$ cat src/rtl/pipe_wb_arbiter.sv
// pipe_wb_arbiter: shares the single register-file write port between the
// pipeline writeback stage and a one-entry buffer of multiply/divide results.
// The pipeline normally owns the port. A parked MDU result drains on idle
// slots. After STARVE_LIMIT consecutive lost cycles it takes the port by
// stalling the pipeline for one cycle.
module pipe_wb_arbiter #(
  parameter int STARVE_LIMIT = 4
) (
  input  logic        clk,
  input  logic        rst,
  input  logic [4:0]  in_rd_waddr,
  input  logic        in_rd_wena,
  input  logic [31:0] in_rd_wdata,
  input  logic        mdu_valid,
  input  logic [4:0]  mdu_waddr,
  input  logic [31:0] mdu_wdata,
  output logic        mdu_ready,
  output logic        pipe_stall,
  output logic        pend_valid,
  output logic [4:0]  pend_waddr,
  output logic [4:0]  out_rd_waddr,
  output logic        out_rd_wena,
  output logic [31:0] out_rd_wdata
);

  localparam int CW = $clog2(STARVE_LIMIT + 1);
  // cnt value that, once one more cycle is lost, exhausts the budget.
  localparam logic [CW-1:0] CNT_LAST = CW'(STARVE_LIMIT - 1);

  typedef enum logic [1:0] {
    IDLE  = 2'd0,
    PEND  = 2'd1,
    FORCE = 2'd2
  } state_t;

  state_t        state, state_nxt;
  logic [CW-1:0] cnt, cnt_nxt;
  logic [4:0]    buf_waddr;
  logic [31:0]   buf_wdata;
  logic          sel_buf;
  logic          pipe_wr;
  logic          capture;
  logic [4:0]    sel_waddr;
  logic [31:0]   sel_wdata;
  logic          sel_wena;

  // A pipe write to $0 is treated as no write at all.
  assign pipe_wr = in_rd_wena && (in_rd_waddr != 5'd0);

  // Buffer loads only when it can accept, which is exactly IDLE.
  assign capture = (state == IDLE) && mdu_valid;

  // State, starvation count and buffer registers.
  always_ff @(posedge clk or posedge rst) begin
    if (rst) begin
      // NOTE: the one-entry buffer is reset too, so a result parked before
      // reset can never reappear on the port or on pend_waddr afterwards.
      state     <= IDLE;
      cnt       <= '0;
      buf_waddr <= '0;
      buf_wdata <= '0;
    end else begin
      // NOTE: non-blocking assignments so every register samples the
      // pre-edge values computed by the combinational block.
      state <= state_nxt;
      cnt   <= cnt_nxt;
      if (capture) begin
        buf_waddr <= mdu_waddr;
        buf_wdata <= mdu_wdata;
      end
    end
  end

  // Next-state decode plus Moore handshake/status outputs and port select.
  always_comb begin
    // NOTE: every signal gets a default first so no path leaves one
    // unassigned, which would otherwise infer a latch.
    state_nxt  = state;
    cnt_nxt    = cnt;
    sel_buf    = 1'b0;
    mdu_ready  = 1'b0;
    pipe_stall = 1'b0;
    pend_valid = 1'b0;
    unique case (state)
      IDLE: begin
        mdu_ready = 1'b1;
        cnt_nxt   = '0;
        // A result aimed at $0 is accepted but never parked.
        if (mdu_valid && (mdu_waddr != 5'd0)) begin
          state_nxt = PEND;
        end
      end
      PEND: begin
        pend_valid = 1'b1;
        if (!pipe_wr) begin
          // Free slot: drain the buffer.
          sel_buf   = 1'b1;
          state_nxt = IDLE;
        end else if (in_rd_waddr == buf_waddr) begin
          // Younger pipe write to the same register supersedes the buffer.
          state_nxt = IDLE;
        end else begin
          cnt_nxt = cnt + 1'b1;
          if (cnt == CNT_LAST) begin
            state_nxt = FORCE;
          end
        end
      end
      FORCE: begin
        // Pipeline is frozen and re-presents its request next cycle, so the
        // buffer writes unconditionally and no kill check applies.
        pend_valid = 1'b1;
        pipe_stall = 1'b1;
        sel_buf    = 1'b1;
        state_nxt  = IDLE;
      end
      default: begin
        state_nxt = IDLE;
      end
    endcase
  end

  assign pend_waddr = pend_valid ? buf_waddr : 5'd0;

  assign sel_waddr = sel_buf ? buf_waddr : in_rd_waddr;
  assign sel_wdata = sel_buf ? buf_wdata : in_rd_wdata;
  assign sel_wena  = sel_buf ? 1'b1      : in_rd_wena;

  // The port is combinational from state and in_*, so it is gated by rst
  // directly to stay quiet from the moment reset rises.
  assign out_rd_wena  = !rst && sel_wena && (sel_waddr != 5'd0);
  assign out_rd_waddr = rst ? 5'd0  : sel_waddr;
  assign out_rd_wdata = rst ? 32'd0 : sel_wdata;

endmodule

$ cat config.mk
export PLATFORM = sky130hd
export DESIGN_NAME = pipe_wb_arbiter
export DESIGN_NICKNAME = d
export VERILOG_FILES = /design/src/rtl/pipe_wb_arbiter.sv
export SDC_FILE = /design/constraint.sdc
export NUM_CORES = 1
export LEC_CHECK = 0
export ABC_AREA = 1
export CELL_PAD_IN_SITES_DETAIL_PLACEMENT = 0
export CELL_PAD_IN_SITES_GLOBAL_PLACEMENT = 1
export CORE_MARGIN = 4
export CORE_UTILIZATION = 30
export CTS_BUF_LIST = sky130_fd_sc_hd__clkbuf_16
export CTS_CLUSTER_SIZE = 30
export DETAILED_ROUTE_END_ITERATION = 8
export PLACE_DENSITY_LB_ADDON = 0.1
export SYNTH_ARGS = -nofsm -noshare
export SYNTH_HDL_FRONTEND = slang
export SYNTH_SLANG_ARGS = --single-unit
export TNS_END_PERCENT = 30
$ cat constraint.sdc
create_clock -name clk -period 6.45 [get_ports clk]
set_input_delay 1.29 -clock clk [delete_from_list [all_inputs] [get_ports clk]]
set_output_delay 1.29 -clock clk [all_outputs]
set_load 0.05 [all_outputs]
# After elaboration in Yosys (flattened, before gate mapping)
# Cells that the tools add are included.
[classes] n_reduce_logical=14 n_mux=19 n_addsub=1 n_eq_ne=8
[op_table] cell="two-way mux 32 bit" count=2
[op_table] cell="two-way mux 5 bit" count=3
[op_table] cell="nonzero test 5 bit" count=3
[op_table] cell="two-way mux 2 bit" count=4
[op_table] cell="two-way mux 3 bit" count=2
[op_table] cell="case mux 3 bit (2 select lines)" count=1
[op_table] cell="== test 5 bit" count=1
[op_table] cell="logical AND 1 bit" count=5
[op_table] cell="two-way mux 1 bit" count=5
[op_table] cell="!= test 2 bit (second input constant)" count=2
[op_table] cell="!= test 4 bit (second input constant)" count=1
[op_table] cell="case mux 2 bit (2 select lines)" count=1
[op_table] cell="adder 3 x 1 -> 3 bit (second input constant)" count=1
[op_table] cell="== test 3 x 2 -> 1 bit (second input constant)" count=1
[op_table] cell="AND reduction 3 bit" count=1
[op_table] cell="== test 2 x 1 -> 1 bit (second input constant)" count=1
[op_table] cell="== test 2 bit (second input constant)" count=1
[op_table] cell="logical NOT 2 bit" count=1
[op_table] cell="!= test 2 x 1 -> 1 bit (second input constant)" count=1
[op_table] cell="case mux 1 bit (2 select lines)" count=1
[op_table] cell="AND reduction 2 bit" count=1
[op_table] cell="nonzero test 2 bit" count=1
[op_table] cell="OR reduction 2 bit" count=1
[op_table] cell="logical NOT 1 bit" count=1
[totals] inputBits=78 regBits=42 elab_cells=46 out_inout_bits=46

# Depth between registers and ports, before layout
# Gate-level depths: netlist of run 1.
[depth] ltp_word=7 depth_mapped=13 depth_no_buf=12

# Least setup slack after synthesis of run 1
# Ideal clock, no wire load.
[synth_timing] path_kind="input-to-output" startpoint="in rst" endpoint="out out_rd_wdata[17]" path_buffers=1 slack_ns=1.468 required_time_ns=5.160 stages=4 arrival_ns=3.692 cell_sequence="inv_1 > clkbuf_1 > o21ai_1 > nor2_1"
[synth_between] elab_chain_len=1
[synth_lines] item="from (decl)" line_no="10" source="input logic rst,"
[synth_lines] item="two-way mux 32 bit" line_no="133" source="assign out_rd_wdata = rst ? 32'd0 : sel_wdata;"
[synth_lines] item="to (decl)" line_no="23" source="output logic [31:0] out_rd_wdata"
# No other way between the ends.

# Final worst setup path of run 1
[layout_timing] startpoint="in in_rd_waddr[3]" endpoint="out out_rd_wena"
[layout_between] elab_chain_len=7 elab_cells_between_ends=9 classes_between="4 x mux; 5 x reduce/logical"
[layout_lines] item="from (decl)" line_no="11" source="input logic [4:0] in_rd_waddr,"
[layout_lines] item="nonzero test 5 bit" line_no="48" source="assign pipe_wr = in_rd_wena && (in_rd_waddr != 5'd0);"
[layout_lines] item="logical AND 1 bit" line_no="48"
[layout_lines] item="two-way mux 1 bit" line_no="95" source="if (!pipe_wr) begin"
[layout_lines] item="case mux 1 bit (2 select lines)" line_no="84" source="unique case (state)"
[layout_lines] item="two-way mux 5 bit / two-way mux 1 bit (equally long branches)" line_no="125, 127"
[layout_lines] item="nonzero test 5 bit / logical AND 1 bit (equally long branches)" line_no="131" source="assign out_rd_wena = !rst && sel_wena && (sel_waddr != 5'd0);"
[layout_lines] item="logical AND 1 bit (*)" line_no="131"
[layout_lines] item="to (decl)" line_no="22" source="output logic out_rd_wena,"
# Mark *: on every way between the ends. The rest lies on a longest branch, timed or not.

==> run summary, run 1 <==
status: finished, final reports clean
CTS root buffer: clkbuf_16
Post-Synthesis Cell Area: 2429 sq um
Tmin final: 5.404 ns
Worst R2R End: buf_wdata[21]
Slowest-stage cell, CP: clkdlybuf4s50_1
Yosys cell types: 21
Fin. Hold Viols: 0
H-tree levels: 2
fin crit share: 83.78%
worst vdd ir: 0.0002330 V
syn_nets: 375
Via density: 4.435
# diodes: 0
post-CTS resize count: 0
Starting Density: 31.11%
Post-Syn Instances: 292
Clock Skews: 0.004455 ns
fin area: 3861 sq um
reported max-cap violation count: 0
# fillers: 769
Seq cells post-synth: 42
Highest Clock Rate: 185.1 MHz
worst path required time: 5.16 ns
Area Overhead vs Synth: 58.99%
gpl congestion: 0.8126
pin count of the biggest net entering global routing: 42
final slew viol count: 0
final wirelength: 6637 um
Worst EP arrival: 4.11 ns
Min-Delay Endpoint: cnt[0]
ys flop type: dfrtp_1
Warnings, synthesis: 0
dpl hpwl: 5041 um
num ports: 124
Hold Path Origin: cnt[0]
CTS tree: built
Final nets: 493
Die Span X: 97.98 um
Row Count: 32
CP startpoint kind: input pin
Core Region: 7807 sq um
clock sinks: 42
# DRC: 0
sequential area share after synthesis: 43.28%
average cell area after synthesis: 8.317 sq um
Slew @ Worst Pin: 0.9185 ns
total gr overflow: 0
first drt pass iteration count: 4
most frequent cells in the layout: clkdlybuf4s50_1 (123), nor2_1 (76), dfrtp_1 (42), nand2_1 (33), mux2_2 (32)
clk_lat worst skew: 0.28 ns
post-CTS setup buffer count: 0
final-report setup violation count: 0
via count: 2275
Inserted Clock Buffers: 5
crit-path max FO: 38
r2r worst-path depth: 4
Post-DRT Antenna Nets: 0
CP Class: in2out
EDFF count, synth: 0
crit path capture type: output pin
CTS Hold Bufs: 0
static leakage: 0.001708 uW
clk buf depth: 2
die height: 97.98 um
DIE AREA: 9599 sq um
Setup TNS Final: 0 ns
WL per Instance: 12.94 um
async set-or-reset flop fraction in the synthesized netlist: 100.0%
vias in the first global route: 2285
Rel. slew slack: 38.55%
initial drt markers: 30
R2R setup slack: 4.46 ns
clock-pin slew on the worst setup and hold paths: 0.06 ns
Port Buffer Count: 123
Hold/Removal Path Class: reg2reg
Power Dens Cells: 388.8 nW/um^2
RSZ-0062 raised after global routing: no
Placed Area: 3719 sq um
Crit Reg-Reg Startpoint: state[0]
commonest non-fill, non-tap cell in the layout: clkdlybuf4s50_1
Total GRT Usage: 13.76%
slowest stage delay, CP: 0.81 ns
critical-path cell list: clkdlybuf4s50_1 > nor2_1 > nand3_1 > nand2_1 > nand2_2 > nand2_4 > nand2_4 > inv_2 > o21ai_0 > nor2_1 > clkdlybuf4s50_1
antenna violations before repair: 0
global-route wire length before repair: 10860 um
layout cells sized above 1: 12.41%
Hold Path Cell Cnt: 1
registers in the layout (all words and copies together), names as in the netlist:
register   cells
buf_wdata     32
buf_waddr      5
cnt            3
state          2
worst max path at each step:
stage | to | cells past startpoint | slack [ns] | from
floorplan | out_rd_wdata[17] | 4 | 1.47 | rst
global placement | out_rd_wena | 11 | 1.07 | in_rd_waddr[3]
finish | out_rd_wena | 11 | 1.05 | in_rd_waddr[3]
detailed placement | out_rd_wena | 11 | 1.02 | in_rd_waddr[3]
global route | out_rd_wena | 11 | 0.85 | in_rd_waddr[3]
CTS | out_rd_wena | 11 | 1.01 | in_rd_waddr[3]
power by group:
group / total, uW / switching (uW) / internal [uW]
Combinational: 801 / 479 / 321
Sequential: 463 / 69.4 / 394
Clock: 238 / 96.0 / 142
Total: 1500 / 644 / 857
worst max-delay path, delay by kind of cell:
family          cells  cell delay [ns]
buf+inv             3             1.83
compound gates      1             0.16
simple gates        7             0.82
synthesized netlist by cell type (5+ instances only):
cell type	number	area, sq um
nor2_1	76	285.3
dfrtp_1	42	1051
nand2_1	34	127.6
mux2_2	32	360.4
o21ai_0	23	115.1
inv_1	22	82.58
o21ai_1	17	85.08
nand3_1	9	45.04
buf_2	6	30.03
clkbuf_1	5	18.77
ha_1	5	62.56
logic make-up after synthesis:
group                      count (synthesis)  share of synthesized area [%]
and+or+nand+nor                          125                          20.92
AOI/OAI and AO/OA                         42                          8.707
DFF                                       42                          43.28
buffers and inverters                     41                          7.882
muxes                                     32                          14.84
xor gates and xnor gates                   5                          1.803
adders and majority gates                  5                          2.576
stage by stage:
step	total power, uW	hold slack, ns	std cells	util, %	setup slack (ns)
floorplan	1044	0.4497	292	-	1.468
global placement	1269	0.4659	505	47.63	1.074
detailed placement	1279	0.4743	505	47.63	1.020
CTS	1523	0.4825	513	49.46	1.014
global route	1600	0.5071	513	49.46	0.8495
finish	1501	0.4860	513	49.46	1.046
per-layer routing:
metal	wire [um]	vias to the layer above	GRT usage (%)
li1	-	1178	-
met1	2791	1019	15.89
met2	3327	74	24.97
met3	465	4	3.857
met4	53	0	3.514
met5	0	-	0
layout make-up:
class | instances | area, sq um | share of cell area, %
timing repair buffer | 126 | 1254 | 32.47
multi-input combinational | 209 | 1189 | 30.78
sequential | 42 | 1051 | 27.22
tap | 102 | 127.6 | 3.305
clock buffer | 5 | 125.1 | 3.240
inverter | 26 | 97.59 | 2.528
clock inverter | 3 | 17.52 | 0.4537
Power figures use the tool's default switching activity.
==> run 2, diff against run 1 <==
Settings changed: CORE_UTILIZATION 30 to 25.
Clock period 6.45 ns to 4.5 ns, I/O delays scaled along.
==> run 2 against run 1 <==
Clock skew decreased by 0.0012 ns. Largest power group unchanged. Register-to-register slack got worse by 2.0 ns. Worst setup slack got worse by 0.55 ns. Non-clock buffer count increased by 2. Final area increased by 9.8%. Sequential cell count unchanged. Clock power increased by 45%. Global-route usage decreased by 0.78 points. Wire length increased by 8.4%. Combinational power increased by 62%. Power increased by 54%.
==> run summary, run 2 (same netlist as run 1, synthesis figures left out) <==
WL per Instance: 13.27 um (+2.6%)
min setup slack post-route: 0.5004 ns (-0.5458 ns)
critical-path cell list: clkdlybuf4s50_1 > nor2_1 > nand3_1 > nand2_1 > nand2_2 > nand2_4 > nand2_4 > nand2_1 > nand2_1 > inv_2 > nor2_1 > clkdlybuf4s50_1
Worst EP arrival: 3.10 ns (-1.01 ns)
Inserted Clock Buffers: 5 (unchanged)
Hold Path Origin: cnt[0]
# DRC: 0 (unchanged)
Slowest-stage cell, CP: clkdlybuf4s50_1
Tmin final: 4.000 ns
max reg flops: 32 (unchanged)
Starting Density: 26.04% (-5.1 points)
CTS Hold Bufs: 0 (unchanged)
RSZ-0062 raised after global routing: no
CTS tree: built
Die Span X: 106.6 um (+8.8%)
die height: 106.6 um (+8.8%)
crit path capture type: output pin
final slew viol count: 0 (unchanged)
CP Class: in2out
first drt pass iteration count: 4 (unchanged)
sw power: 965.6 uW (+50%)
Clock Skews: 0.003208 ns (-0.001247 ns)
slowest stage delay, CP: 0.81 ns (about the same)
CP startpoint kind: input pin
clock network power share: 14.9% (-0.9 points)
clock sinks: 42 (unchanged)
Place WS: 0.4817 ns (-0.5380 ns)
static leakage: 0.001878 uW (+10%)
Port Buffer Count: 123 (unchanged)
status: finished, final reports clean
total gr overflow: 0 (unchanged)
non-filler cells, final: 542 (+5.7%)
clk buf depth: 2 (unchanged)
crit-path max FO: 19 (-50%)
Highest Clock Rate: 250.0 MHz
clock-pin slew on the worst setup and hold paths: 0.06 ns (about the same)
commonest non-fill, non-tap cell in the layout: clkdlybuf4s50_1
CP Buf/Inv Count: 3 (unchanged)
Setup TNS Final: 0 ns (unchanged)
antenna violations before repair: 0 (unchanged)
Biggest register: buf_wdata
Pint: 1342 uW (+57%)
worst path required time: 3.60 ns (-1.56 ns)
Via density: 4.190 (-5.5%)
Crit Reg-Reg Startpoint: state[0]
Final nets: 495 (+0.41%)
Row Count: 35 (+9.4%)
CTS root buffer: clkbuf_16
global-route wire length before repair: 11810 um (+8.7%)
final-report setup violation count: 0 (unchanged)
placed cell count: 534 (+5.7%)
post-CTS resize count: 0 (unchanged)
Largest regs: buf_wdata x32, buf_waddr x5, cnt x3
clk_lat worst skew: 0.28 ns (about the same)
Power Dens Cells: 544.3 nW/um^2 (+40%)
vias in the first global route: 2325 (+1.8%)
total chip power: 2307 uW (+54%)
dpl hpwl: 5590 um (+11%)
H-tree levels: 2 (unchanged)
gpl congestion: 0.7624 (-6.2%)
num ports: 124 (unchanged)
Sw Share: 41.85% (-1.1 points)
crit path from: in_rd_waddr[3]
post-CTS setup buffer count: 0 (unchanged)
reported max-cap violation count: 0 (unchanged)
sequential share of power: 29.0% (-1.8 points)
final wirelength: 7194 um (+8.4%)
DIE AREA: 11360 sq um (+18%)
Rel. slew slack: 36.73% (-1.8 points)
Area Overhead vs Synth: 74.55%
CP delay by family, top: buffers and inverters
Total GRT Usage: 12.98% (-0.78 points)
most frequent cells in the layout: clkdlybuf4s50_1 (90), nor2_1 (76), dfrtp_1 (42), nand2_1 (33), buf_12 (33)
fin crit share: 88.88%
via count: 2271 (-0.18%)
Fin. Hold Viols: 0 (unchanged)
initial drt markers: 29 (-3.3%)
Core Region: 9328 sq um (+19%)
layout cells sized above 1: 20.82% (+8.4 points)
combinational share of power: 56.1% (+2.8 points)
worst vdd ir: 0.0004420 V (+90%)
Slew @ Worst Pin: 0.9458 ns (+0.02725 ns)
Hold/Removal Path Class: reg2reg
# diodes: 0 (unchanged)
critical path's most frequent cell: nand2_1
pin count of the biggest net entering global routing: 42 (unchanged)
Post-DRT Antenna Nets: 0 (unchanged)
## run 2: stage by stage
stage / cell area, sq um / hold slack (ns) / util [%]
global route: 4239 / 0.4980 / 45.45
floorplan: 2429 / 0.4497 / -
global placement: 4098 / 0.4677 / 43.93
finish: 4239 / 0.4829 / 45.45
detailed placement: 4098 / 0.4728 / 43.93
CTS: 4239 / 0.4807 / 45.45
## run 2: worst register-to-register path: cells and delay by family (launching register included)
family / cells / cell delay, ns
adder cells (fa/ha/maj): 1 / 0.27
buffers and inverters: 1 / 0.08
flip-flops: 1 / 0.39
multiplexers: 1 / 0.44
AND/OR/NAND/NOR: 1 / 0.72
## run 2: worst paths after layout
| kind | end | slack (ns) | depth (start not counted) |
|---|---|---|---|
| setup / recovery | out_rd_waddr[0] | 0.50 | 12 |
| min in group asynchronous | buf_wdata[30] | 1.03 | 2 |
| setup reg to reg | buf_wdata[8] | 2.48 | 4 |
| max in group asynchronous | buf_waddr[4] | 2.81 | 4 |
| hold reg to reg | cnt[0] | 0.48 | 1 |
| hold / removal | cnt[0] | 0.48 | 1 |
## run 2: cell type report
class	instances	area (sq um)
clock buffers	5	125.1
clock inverters	3	16.27
fillers	942	5089
inverters	26	97.59
multi-input cells	209	1189
flip-flops and latches	42	1051
well taps	129	161.4
repair buffers	128	1599
## run 2: power by group through the flow
stage                     registers [uW]  clock network, uW  logic (uW)
after global routing                 693                379        1400
after detailed placement             677                  0        1320
after CTS                            670                359        1320
after floorplan                      644                  0         853
after global placement               672                  0        1300
final                                668                344        1300
## run 2: metal layers
metal	global-route usage (%)	vias to the layer above	wire, um
li1	-	1177	-
met1	16.46	1020	3180
met2	21.58	65	3489
met3	3.339	9	395
met4	4.110	0	129
met5	0	-	0
